<file path="src/rtl/clk_div_sequencer_if.sv">
`timescale 1ns/1ps
`default_nettype none
// ============================================================================
//  Module   : clk_div_sequencer_if
//  Purpose  : Configuration handshake bundle between a host (control-register
//             block) and the clk_div_sequencer.
//  Signals  : cfg_valid / cfg_ready  request handshake
//             cfg_sel                target channel (0..2, 3 illegal)
//             cfg_div                requested divide factor
//             cfg_done               one-cycle pulse, new factor in effect
//             cfg_err                one-cycle pulse, request rejected
//             busy                   a request is pending
//  Revision : 1.0  initial release
// ============================================================================
interface clk_div_sequencer_if #(
    parameter int CNT_W = 16
) ();
    logic             cfg_valid;
    logic             cfg_ready;
    logic [1:0]       cfg_sel;
    logic [CNT_W-1:0] cfg_div;
    logic             cfg_done;
    logic             cfg_err;
    logic             busy;

    modport master (
        output cfg_valid, cfg_sel, cfg_div,
        input  cfg_ready, cfg_done, cfg_err, busy
    );

    modport slave (
        input  cfg_valid, cfg_sel, cfg_div,
        output cfg_ready, cfg_done, cfg_err, busy
    );
endinterface
`default_nettype wire

</file>
<file path="src/rtl/clk_div_sequencer.sv">
`timescale 1ns/1ps
`default_nettype none
// ============================================================================
//  Module   : clk_div_sequencer
//  Purpose  : Three-channel runtime-programmable clock divider. A host writes
//             a new even divide factor for one channel; the update is applied
//             only on that channel's falling-toggle boundary (or immediately
//             if the channel is disabled) so no runt pulse is ever produced.
//  Ports    : clk_in     single clock for all logic
//             reset      synchronous active-high reset
//             en[2:0]    per-channel enable
//             cfg        configuration handshake (slave side)
//             clk_out_1  channel 0 divided clock
//             clk_out_2  channel 1 divided clock
//             clk_out_4  channel 2 divided clock
//  Revision : 1.0  initial release
// ============================================================================
module clk_div_sequencer #(
    parameter int CNT_W         = 16,
    parameter int DEFAULT_DIV_1 = 2,
    parameter int DEFAULT_DIV_2 = 4,
    parameter int DEFAULT_DIV_3 = 8
) (
    input  logic                  clk_in,
    input  logic                  reset,
    input  logic [2:0]            en,
    clk_div_sequencer_if.slave    cfg,
    output logic                  clk_out_1,
    output logic                  clk_out_2,
    output logic                  clk_out_4
);

    localparam logic [1:0] c_IDLE      = 2'd0;
    localparam logic [1:0] c_WAIT_EDGE = 2'd1;
    localparam logic [1:0] c_DONE      = 2'd2;

    logic [1:0]       r_state;
    logic [1:0]       r_pend_sel;
    logic [CNT_W-1:0] r_pend_div;
    logic             r_err;

    logic             w_accept;
    logic             w_req_ok;
    logic             w_boundary;
    logic [2:0]       w_hit;
    logic [2:0]       w_out;

    assign w_accept = cfg.cfg_valid && (r_state == c_IDLE);
    assign w_req_ok = (cfg.cfg_sel <= 2'd2) &&
                      (cfg.cfg_div >= CNT_W'(2)) &&
                      !cfg.cfg_div[0];

    // Only the pending target channel can raise a hit; it is meaningful
    // only while waiting for that channel's boundary.
    assign w_boundary = (r_state == c_WAIT_EDGE) && (|w_hit);

    // ------------------------------------------------------------------
    // Configuration sequencer
    // ------------------------------------------------------------------
    always_ff @(posedge clk_in) begin
        if (reset) begin
            r_state    <= c_IDLE;
            r_pend_sel <= 2'd0;
            r_pend_div <= '0;
            r_err      <= 1'b0;
        end else begin
            r_err <= 1'b0;
            case (r_state)
                c_IDLE: begin
                    if (w_accept) begin
                        if (w_req_ok) begin
                            r_pend_sel <= cfg.cfg_sel;
                            r_pend_div <= cfg.cfg_div;
                            r_state    <= c_WAIT_EDGE;
                        end else begin
                            r_err <= 1'b1;
                        end
                    end
                end
                c_WAIT_EDGE: begin
                    if (w_boundary) begin
                        r_state <= c_DONE;
                    end
                end
                c_DONE: begin
                    r_state <= c_IDLE;
                end
                default: begin
                    r_state <= c_IDLE;
                end
            endcase
        end
    end

    assign cfg.cfg_ready = (r_state == c_IDLE);
    assign cfg.cfg_done  = (r_state == c_DONE);
    assign cfg.cfg_err   = r_err;
    assign cfg.busy      = (r_state != c_IDLE);

    // ------------------------------------------------------------------
    // Divider channels
    // ------------------------------------------------------------------
    for (genvar i = 0; i < 3; i++) begin : g_ch
        localparam logic [CNT_W-1:0] c_DEF_DIV =
            (i == 0) ? CNT_W'(DEFAULT_DIV_1) :
            (i == 1) ? CNT_W'(DEFAULT_DIV_2) :
                       CNT_W'(DEFAULT_DIV_3);

        logic [CNT_W-1:0] r_cnt;
        logic [CNT_W-1:0] r_div;
        logic             r_out;
        logic [CNT_W-1:0] w_last;
        logic             w_fall;
        logic             w_apply;

        assign w_last = (r_div >> 1) - CNT_W'(1);
        // Output is high and about to toggle low on this edge.
        assign w_fall = r_out && (r_cnt == w_last);
        // A disabled channel is already parked low, so any edge is safe.
        assign w_hit[i] = (r_pend_sel == 2'(i)) && (!en[i] || w_fall);
        assign w_apply  = w_hit[i] && (r_state == c_WAIT_EDGE);

        always_ff @(posedge clk_in) begin
            if (reset) begin
                r_cnt <= '0;
                r_out <= 1'b0;
                r_div <= c_DEF_DIV;
            end else if (w_apply) begin
                // New factor starts with a full low phase of new_div/2.
                r_div <= r_pend_div;
                r_cnt <= '0;
                r_out <= 1'b0;
            end else if (!en[i]) begin
                r_cnt <= '0;
                r_out <= 1'b0;
            end else if (r_cnt == w_last) begin
                r_cnt <= '0;
                r_out <= ~r_out;
            end else begin
                r_cnt <= r_cnt + CNT_W'(1);
            end
        end

        assign w_out[i] = r_out;
    end

    assign clk_out_1 = w_out[0];
    assign clk_out_2 = w_out[1];
    assign clk_out_4 = w_out[2];

endmodule
`default_nettype wire

</file>
<file path="src/flat_wrapper.sv">
// flat-port wrapper written by rule: the top's interface ports become plain ports
module clk_div_sequencer_flat 
#(
    parameter int CNT_W         = 16,
    parameter int DEFAULT_DIV_1 = 2,
    parameter int DEFAULT_DIV_2 = 4,
    parameter int DEFAULT_DIV_3 = 8
)
  (clk_in, reset, en, clk_out_1, clk_out_2, clk_out_4, cfg_cfg_valid, cfg_cfg_sel, cfg_cfg_div, cfg_cfg_ready, cfg_cfg_done, cfg_cfg_err, cfg_busy);
  clk_div_sequencer_if #(.CNT_W(CNT_W)) cfg_i ();
  input  logic clk_in;
  input  logic reset;
  input  logic [2:0] en;
  output logic clk_out_1;
  output logic clk_out_2;
  output logic clk_out_4;
  input wire logic [$bits(cfg_i.cfg_valid)-1:0] cfg_cfg_valid;
  input wire logic [$bits(cfg_i.cfg_sel)-1:0] cfg_cfg_sel;
  input wire logic [$bits(cfg_i.cfg_div)-1:0] cfg_cfg_div;
  output wire logic [$bits(cfg_i.cfg_ready)-1:0] cfg_cfg_ready;
  output wire logic [$bits(cfg_i.cfg_done)-1:0] cfg_cfg_done;
  output wire logic [$bits(cfg_i.cfg_err)-1:0] cfg_cfg_err;
  output wire logic [$bits(cfg_i.busy)-1:0] cfg_busy;
  assign cfg_i.cfg_valid = cfg_cfg_valid;
  assign cfg_i.cfg_sel = cfg_cfg_sel;
  assign cfg_i.cfg_div = cfg_cfg_div;
  assign cfg_cfg_ready = cfg_i.cfg_ready;
  assign cfg_cfg_done = cfg_i.cfg_done;
  assign cfg_cfg_err = cfg_i.cfg_err;
  assign cfg_busy = cfg_i.busy;
  clk_div_sequencer #(.CNT_W(CNT_W), .DEFAULT_DIV_1(DEFAULT_DIV_1), .DEFAULT_DIV_2(DEFAULT_DIV_2), .DEFAULT_DIV_3(DEFAULT_DIV_3)) u_core (.clk_in(clk_in), .reset(reset), .en(en), .cfg(cfg_i), .clk_out_1(clk_out_1), .clk_out_2(clk_out_2), .clk_out_4(clk_out_4));
endmodule
</file>
<file path="config.mk">
export PLATFORM = sky130hd
export DESIGN_NAME = clk_div_sequencer_flat
export DESIGN_NICKNAME = d
export VERILOG_FILES = /design/src/rtl/clk_div_sequencer_if.sv /design/src/rtl/clk_div_sequencer.sv /design/src/flat_wrapper.sv
export SDC_FILE = /design/constraint.sdc
export NUM_CORES = 1
export LEC_CHECK = 0
export CORE_MARGIN = 2
export CORE_UTILIZATION = 30
export CTS_CLUSTER_DIAMETER = 80
export DETAILED_ROUTE_END_ITERATION = 8
export GPL_ROUTABILITY_DRIVEN = 1
export GPL_TIMING_DRIVEN = 0
export PLACE_DENSITY_LB_ADDON = 0.05
export SKIP_LAST_GASP = 1
export SYNTH_ARGS = -nofsm -noshare
export SYNTH_HDL_FRONTEND = slang
export SYNTH_SLANG_ARGS = --single-unit
</file>
<file path="constraint.sdc">
create_clock -name clk_in -period 2.7 [get_ports clk_in]
set_input_delay 0.54 -clock clk_in [delete_from_list [all_inputs] [get_ports clk_in]]
set_output_delay 0.54 -clock clk_in [all_outputs]
set_load 0.01 [all_outputs]
</file>
==> results.toml <==
[routing]
antenna_left = 0
viasPerCell = 4.97
drt-initial-drc-count = 302
drc = 0
firstDrtPassIters = 4
vias = 5476
wl_um = 18100
routedWlPerCell_um = 16.5

[clocking]
cts_hold_buf = 0
cts_tree = "done"
cts_max_path_buffers = 2
numCtsBuffers = 17
clk_pin_slew_worst_paths_ps = 60
cts.sinks = 116
cts_root_buf = "clkbuf_16"
htree_levels = 4
insertion_delay_ps = 410

[sta]
clock.fmax_ghz = 0.367
rsz0062_at_grt = "true"
fin_crit_ps = 2720
finalClockSkew_ps = 11.5
fin_ws_ps = -23.5
finalHoldViolCount = 0
finalSetupViolations = 7
slew_violations = 0
tightestPinTransition_ps = 751
period_share_pct = 101
relSlewSlack_pct = 50.0

[cells_and_area]
utilization_pct = 40.6
antenna_cells = 0
drive_gt1_share_pct = 21.0
stdcell_count = 1102
syn2layout_area_growth_pct = 33.7
nets = 844

[floorplan]
initial_core_util_pct = 30.4
ioPinCount = 31
core_area_um2 = 20900
fp-row-count = 53
die_area_um2 = 22300
die_w_um = 149
fp.dieH_um = 149

[grt]
grt_first_pass_wirelength_um = 28300
grt_use_total_pct = 16.3
grt_overflow = 0
first_global_vias = 5285
grt_max_degree = 17
antenna_found_initial = 0

[synth]
synth_top_area_share_pct = 36.6
syn_area_per_cell_um2 = 8.55
synth_edf_count = 0
syn_inst = 742
async_reset_ff_share_pct = 0
ys_seq_elements = 116
yosys-top-cells-count = "116 x dfxtp_1, 109 x nor2_1, 52 x mux2i_1"
synth_nets = 772
syn_area_um2 = 6340
synthFlopType = "dfxtp_1"
ys_seq_area_share_pct = 36.6
yosysMostFrequentCell = "dfxtp_1"
yosys.area.top_type = "dfxtp_1"
ys_types = 68
synth_warnings = 0
synthTopCellsByArea = "dfxtp_1 37%, mux2i_1 8.2%, xor2_1 6.6%, nor2_1 6.4%, xnor2_1 6.1%"

[outcome]
violations = "negative setup slack"
outcome = "finished, violations left"

[job]
maxCapViolations = 0

[place]
placed_cells = 1047
dp_hpwl_um = 12600
finalWeightedCongestion = 0.813
port_buffers = 30

[power]
ir_worst_vdd_mv = 0.390
cellPowerDensity_nw_per_um2 = 556
leakage_uw = 0.00321

[setup_path]
crit_type = "reg -> reg"
worstPathRequired_ps = 3030
critPathMaxFanout = 8
arrival_ps = 3060
end_kind = "flip-flop"
critPathLaunchType = "flip-flop"

[worst_hold_path]
holdCritPathClass = "reg -> reg"
where the power goes:
| group | internal [uW] | total (uW) | switching, uW |
|---|---|---|---|
| logic | 208 | 406 | 199 |
| clock network | 1690 | 2550 | 858 |
| registers | 1730 | 1760 | 29.5 |
layout by cell type, fill, tap and decap left out, types with 6 or more instances in the layout:
cell / netlist / final
nand4_1: 12 / 12
nand3b_1: 14 / 14
o21ai_0: 24 / 13
a21oi_1: 13 / 9
dfxtp_1: 116 / 103
clkbuf_1: 27 / 16
buf_4: 0 / 22
and3_1: 12 / 11
nor2_1: 109 / 100
mux2i_1: 52 / 51
nor2_2: 0 / 8
nand2_1: 35 / 34
clkdlybuf4s50_1: 0 / 30
nand3_1: 31 / 30
inv_1: 18 / 12
nor4_1: 14 / 8
nor2b_1: 9 / 7
nand2b_1: 45 / 44
buf_6: 1 / 10
dfxtp_4: 0 / 7
xnor2_1: 44 / 42
nor4_4: 1 / 6
o21ai_1: 0 / 10
nor3_1: 23 / 16
xor2_1: 48 / 47
clkbuf_16: 0 / 18
dfxtp_2: 0 / 6
worst max-delay path, stage by stage (launching register included):
cell and delay [ps]:
dfxtp_4 360, inv_4 70, ha_4 170, buf_12 110, nor2b_4 160, a41oi_2 100, a32o_1 230, o21a_1 190
or4b_4 510, nor3_4 230, a21o_1 170, buf_6 150, mux2i_1 200
cell families after synthesis:
logic type / Yosys count / synth area share [%]
AO/OA/AOI/OAI: 75 / 8.09
XOR/XNOR: 92 / 12.7
buffers and inverters: 52 / 3.31
flip-flops: 116 / 36.6
AND/OR/NAND/NOR: 346 / 29.4
adder cells (fa/ha/maj): 6 / 1.18
multiplexers: 55 / 8.74
layout make-up:
cell class | count | area, um2
Buffer | 25 | 156
Clock buffer | 20 | 457
Clock inverter | 12 | 201
Fill cell | 2104 | 12400
Inverter | 18 | 72.6
Multi-Input combinational cell | 576 | 4310
Sequential cell | 116 | 2360
Tap cell | 275 | 344
Timing Repair Buffer | 60 | 587
metal layers:
layer	routed length, um	vias to the layer above	global-route usage (%)
met4	277	0	4.62
met1	8830	2644	21.9
met3	517	18	3.69
met5	0	-	0
met2	8510	81	26.1
li1	-	2733	-
metrics by stage:
step / setup slack (ps) / hold slack, ps / area [um2] / setup TNS (ps) / total power [uW]
2_1_floorplan: 34.7 / 447 / 6370 / 0 / 1980
3_3_place_gp: -802 / 477 / 7010 / -47110 / 2100
3_5_place_dp: -850 / 488 / 7010 / -50690 / 2110
4_1_cts: -77.8 / 503 / 8120 / -1300 / 4710
5_1_grt: -123 / 538 / 8480 / -2900 / 4870
6_report: -23.5 / 497 / 8480 / -49.7 / 4720
repair_timing:
item / 4_1_cts / 5_1_grt
cloned: 2 / 2
buffers inserted: 20 / 10
endpoints found under the hold margin: 0 / 0
gates resized for setup: 73 / 77
endpoints found under the setup margin: 105 / 105
pin swaps: 29 / 37
flip-flops by register name, indices dropped and copies added (netlist names):
signal and count:
u_core.cfg.cfg_err 1, u_core.clk_out_1 1, u_core.clk_out_2 1, u_core.clk_out_4 1
u_core.g_ch.r_cnt 48, u_core.g_ch.r_div 45, u_core.r_pend_div 15, u_core.r_pend_sel 2
u_core.r_state 2
worst paths after layout:
| path | slack, ps | start | depth (start not counted) | end |
|---|---|---|---|---|
| setup / recovery | -20 | u_core.g_ch[2].r_div[2]$_SDFFE_PP0P_ | 12 | u_core.g_ch[2].r_div[13]$_SDFFE_PP0P_ |
| hold / removal | 500 | u_core.r_pend_div[4]$_SDFFE_PP0P_ | 2 | u_core.r_pend_div[4]$_SDFFE_PP0P_ |
| setup reg to reg | -20 | u_core.g_ch[2].r_div[2]$_SDFFE_PP0P_ | 12 | u_core.g_ch[2].r_div[13]$_SDFFE_PP0P_ |
| hold reg to reg | 500 | u_core.r_pend_div[4]$_SDFFE_PP0P_ | 2 | u_core.r_pend_div[4]$_SDFFE_PP0P_ |
No activity file was read; power rests on OpenSTA's default activity.
